[config.mk]
export PLATFORM = sky130hd
export DESIGN_NAME = fifo_word_serializer
export DESIGN_NICKNAME = d
export VERILOG_FILES = /design/src/rtl/fifo_word_serializer_pkg.sv /design/src/rtl/fifo_word_serializer.sv
export SDC_FILE = /design/constraint.sdc
export NUM_CORES = 1
export LEC_CHECK = 0
export BUFFER_PORTS_ARGS = -buffer_cell sky130_fd_sc_hd__buf_2
export CORE_ASPECT_RATIO = 0.5
export CORE_MARGIN = 2
export CORE_UTILIZATION = 35
export DETAILED_ROUTE_END_ITERATION = 8
export PLACE_DENSITY_LB_ADDON = 0.25
export SLEW_MARGIN = 20
export SYNTH_ARGS = -nofsm -noshare
export SYNTH_HDL_FRONTEND = slang
export SYNTH_SLANG_ARGS = --single-unit
[constraint.sdc]
create_clock -name clk -period 2.1 [get_ports clk]
set_input_delay 0.42 -clock clk [delete_from_list [all_inputs] [get_ports clk]]
set_output_delay 0.42 -clock clk [all_outputs]
set_load 0.03 [all_outputs]
[src/rtl/fifo_word_serializer_pkg.sv]
// Shared types and sizing helpers for the FIFO word serializer.
package fifo_ser_pkg;

  typedef enum logic [1:0] {
    IDLE = 2'd0,
    LOAD = 2'd1,
    SEND = 2'd2
  } ser_state_e;

  localparam int BYTE_W_DEFAULT = 8;

  function automatic int lanes_of(input int data_w, input int byte_w);
    return data_w / byte_w;
  endfunction

  // Counter width for a count of n items, never narrower than one bit.
  function automatic int cnt_width(input int n);
    return (n <= 2) ? 1 : $clog2(n);
  endfunction

endpackage

[src/rtl/fifo_word_serializer.sv]
// Pops words from a sync_fifo read port and streams them out LSB byte first,
// framing every WORDS_PER_PKT words into a packet marked by out_last.
module fifo_word_serializer
  import fifo_ser_pkg::*;
#(
  parameter int DATA_W        = 32,
  parameter int BYTE_W        = BYTE_W_DEFAULT,
  parameter int WORDS_PER_PKT = 4
) (
  input  logic              clk,
  input  logic              rst,
  input  logic              fifo_empty,
  input  logic [DATA_W-1:0] fifo_rd_data,
  input  logic              fifo_rd_err,
  output logic              fifo_rd_en,
  output logic [BYTE_W-1:0] out_data,
  output logic              out_valid,
  input  logic              out_ready,
  output logic              out_last,
  output logic              busy,
  output logic              err
);

  localparam int LANES = lanes_of(DATA_W, BYTE_W);
  localparam int BCW   = cnt_width(LANES);
  localparam int WCW   = cnt_width(WORDS_PER_PKT);
  localparam logic [BCW-1:0] LAST_LANE = BCW'(LANES - 1);
  localparam logic [WCW-1:0] LAST_WORD = WCW'(WORDS_PER_PKT - 1);

  ser_state_e        state_reg;
  logic [DATA_W-1:0] shift_reg;
  logic [BCW-1:0]    byte_cnt_reg;
  logic [WCW-1:0]    word_cnt_reg;
  logic              out_valid_reg;
  logic              out_last_reg;
  logic              err_reg;

  logic           lane_last;
  logic           word_last;
  logic [BCW-1:0] byte_cnt_next;

  assign lane_last     = (byte_cnt_reg == LAST_LANE);
  assign word_last     = (word_cnt_reg == LAST_WORD);
  assign byte_cnt_next = byte_cnt_reg + 1'b1;

  // Pop from IDLE, or prefetch when the last lane of a word is accepted.
  // Held off during rst so a reset never consumes a word.
  assign fifo_rd_en = !rst && !fifo_empty &&
                      ((state_reg == IDLE) ||
                       ((state_reg == SEND) && out_ready && lane_last));

  assign out_data  = shift_reg[BYTE_W-1:0];
  assign out_valid = out_valid_reg;
  assign out_last  = out_last_reg;
  assign busy      = (state_reg != IDLE);
  assign err       = err_reg;

  always_ff @(posedge clk) begin
    if (rst) begin
      state_reg     <= IDLE;
      shift_reg     <= '0;
      byte_cnt_reg  <= '0;
      word_cnt_reg  <= '0;
      out_valid_reg <= 1'b0;
      out_last_reg  <= 1'b0;
      err_reg       <= 1'b0;
    end else begin
      if (fifo_rd_err) begin
        err_reg <= 1'b1;
      end
      case (state_reg)
        IDLE: begin
          if (!fifo_empty) begin
            state_reg <= LOAD;
          end
        end
        LOAD: begin
          shift_reg     <= fifo_rd_data;
          byte_cnt_reg  <= '0;
          out_valid_reg <= 1'b1;
          out_last_reg  <= (LANES == 1) && word_last;
          state_reg     <= SEND;
        end
        SEND: begin
          if (out_ready) begin
            if (!lane_last) begin
              shift_reg    <= shift_reg >> BYTE_W;
              byte_cnt_reg <= byte_cnt_next;
              out_last_reg <= (byte_cnt_next == LAST_LANE) && word_last;
            end else begin
              // word_cnt survives IDLE so a packet stalled on empty resumes framing
              word_cnt_reg  <= word_last ? '0 : word_cnt_reg + 1'b1;
              out_valid_reg <= 1'b0;
              out_last_reg  <= 1'b0;
              state_reg     <= fifo_empty ? IDLE : LOAD;
            end
          end
        end
        default: begin
          state_reg <= IDLE;
        end
      endcase
    end
  end

endmodule

==> run_results.csv <==
group,metric,value,unit
floorplan,fp-row-count,19,
place,io_buffers,49,
place,dpl-instance-area,0.002288,mm^2
detailed_routing,drcViolationCount,3,
floorplan,core,0.005610,mm^2
floorplan,initial_core_util,37.22,%
critical_path,crit_start,"byte_cnt_reg[1]$_SDFFE_PP0P_",
critical_path,cp_slowest_stage_delay,0.40,ns
logic_synthesis,avgSynthCellArea,8.849,um^2
detailed_routing,drtAntennaViolNets,0,
finish,drive_above_1_share,33.71,%
finish,diodes,0,
pwr,vdd_drop_max,0.3552,mV
pwr,power_density,809.7,mW/mm^2
clock_tree,clkSlewWorstSetupHoldPaths,0.06,ns
finish,fin_area,0.002450,mm^2
critical_path,cp-end-kind,"output port",
global_route,grt_pass1_vias,1788,
clock_tree,cts_tree,"yes",
logic_synthesis,synth_edf_count,0,
global_route,grt-ovfl-total,0,
logic_synthesis,syn_inst,236,
finish,synthToLayoutAreaGrowth,17.32,%
timing,report.final.hold_viol_count,0,
finish,regArea,822.0,um^2
place,place_hpwl,3120,um
logic_synthesis,yosys.cell_types.count,31,
logic_synthesis,synth_most_common_cell,"nand2_1",
clock_tree,clock-sinks,41,
clock_tree,cts_buffers,5,
logic_synthesis,synth_nets,276,
timing,finClkSkew,0.002751,ns
finish,fillers,592,
timing,max_freq,510.7,MHz
detailed_routing,wl_per_cell,13.75,um
place,gp_congestion,0.7900,
clock_tree,root_buffer,"clkbuf_16",
critical_path,reg2reg_from,"state_reg[1]$_SDFFE_PP0P_",
finish,multi_input_area,0.001045,mm^2
detailed_routing,drtPass1Iterations,6,
logic_synthesis,yosysWarnings,0,
detailed_routing,drt_iter0_drc,69,
critical_path,crit_type,"reg -> out",
critical_path,crit_path_start_kind,"flop",
logic_synthesis,synth_flop_cell,"dfxtp_1",
global_route,antenna_found_initial,0,
flow_run,drv_cap,0,
timing,tns,0,ns
clock_tree,clk-insertion-delay-late,0.28,ns
critical_path,cpMaxStageDelayCell,"dfxtp_1",
floorplan,dieHeight,58.62,um
global_route,grt_pass1_wl,7983,um
timing,tightest_slew,0.5661,ns
critical_path,cp.required,1.68,ns
global_route,grt.total_usage,14.98,%
finish,nets,306,
floorplan,dieWidth,113.2,um
floorplan,dieArea,0.006638,mm^2
clock_tree,post-cts-setup-buffers,0,
hold_path,hold_path_class,"in -> reg",
timing,relSlewSlack,62.26,%
logic_synthesis,yosysTopAreaCellShare,39.30,%
critical_path,critPathMaxFanout,7,
timing,maxSlewViolCount,0,
timing,setup_viol,0,
timing,period_needed,1.958,ns
global_route,grt_max_degree,43,
detailed_routing,wirelength,4675,um
pwr,total_power,1.984,mW
logic_synthesis,ys_ff_latch,41,
clock_tree,clockBufferDepth,2,
logic_synthesis,synth.cell_area,0.002088,mm^2
status,violations,"design-rule violations",
finish,largest_reg_flops,32,
clock_tree,hold_buffers,0,
status,status,"finished, violations left",
critical_path,crit_arrival,1.54,ns
timing,fin_crit_sh,93.24,%
logic_synthesis,synthArstFlopShare,0,%
detailed_routing,avgViaCountPerCell,5.215,
critical_path,cp_cell_sequence,"ha_4, nand2_2, a2111oi_2, buf_4",
logic_synthesis,synth_common_cells,"49 x nand2_1, 41 x dfxtp_1, 25 x nor3_1",
hold_path,hp-start,"fifo_rd_err",
floorplan,io_pins,50,
timing,rsz0062_at_grt,"no",
pwr,p_leak,0.9431,nW
logic_synthesis,yosys.area.top_type,"dfxtp_1",
logic_synthesis,synth_area_leaders,"dfxtp_1 39%, a311oi_2 13%, nand2_1 8.8%",
detailed_routing,vias,1773,
clock_tree,ctsHtreeMaxLevel,2,
logic_synthesis,ys_seq_area_share,39.30,%
## logic make-up after synthesis
kind of cell	after synthesis	share of synthesized area (%)
AOI/OAI and AO/OA	46	21.99
adders and majority gates	3	1.798
buffers and inverters	36	11.80
DFF	41	39.31
and+or+nand+nor	110	25.11
## worst paths after layout
path              cells past startpoint  slack (ns)                          to
setup / recovery                      4        0.14                  fifo_rd_en
hold / removal                        3        0.35            err$_SDFFE_PP0P_
setup reg to reg                      4        0.51  shift_reg[10]$_SDFFE_PP0P_
hold reg to reg                       2        0.46  shift_reg[28]$_SDFFE_PP0P_
## cell usage in the layout (no fill, tap or decap), types with 2 or more instances in the layout
cell       instances
nand2_1           48
buf_2             48
dfxtp_1           40
nor3_1            25
a311oi_2          18
nand3_1           18
a21oi_1           14
a311oi_1           6
clkbuf_16          5
buf_4              5
nor2_1             4
inv_1              3
o21ai_0            3
buf_12             3
nand2b_1           2
nor2b_1            2
ha_1               2
clkinv_2           2
## metrics by stage
stage | cells | util [%] | hold WS [ns] | setup WS (ns)
after floorplan | 236 | - | 0.4438 | 0.1482
after global placement | 332 | 40.79 | 0.4460 | 0.3070
after detailed placement | 332 | 40.79 | 0.4557 | 0.2369
after CTS | 340 | 43.60 | 0.3433 | 0.03112
after global routing | 340 | 43.67 | 0.3529 | 0.03204
final | 340 | 43.67 | 0.3462 | 0.1419
## what timing repair did
action / CTS / global route
resized for setup: 3 / 2
gates cloned: 0 / 0
endpoints found under the setup margin: 1 / 1
## where the power goes
group / switching, mW / total (mW) / internal, mW
sequential: 0.0390 / 0.879 / 0.840
clock: 0.300 / 0.736 / 0.435
combinational: 0.219 / 0.369 / 0.151
total: 0.558 / 1.98 / 1.43
## area by class of cell
class | instances | share of cell area, %
tap | 73 | 3.728
inverter | 3 | 0.4597
multi-input combinational | 159 | 42.65
timing repair buffer | 56 | 13.79
clock buffer | 5 | 5.107
clock inverter | 3 | 0.7150
sequential | 41 | 33.55
## critical path, delay by kind of cell (launching register included)
family	cells	cell delay [ns]
flip-flops	1	0.40
AND/OR/NAND/NOR	1	0.09
buffers and inverters	1	0.22
AO/OA/AOI/OAI	1	0.36
adder cells (fa/ha/maj)	1	0.19
## per-layer routing
metal,vias up,global-route usage [%],share of wire [%]
li1,899,-,-
met4,0,3.659,0.98
met1,842,18.26,46
met5,-,0,0
met2,27,27.20,48
met3,5,3.708,4.3
Note: power is estimated with default switching activity, not from simulation.
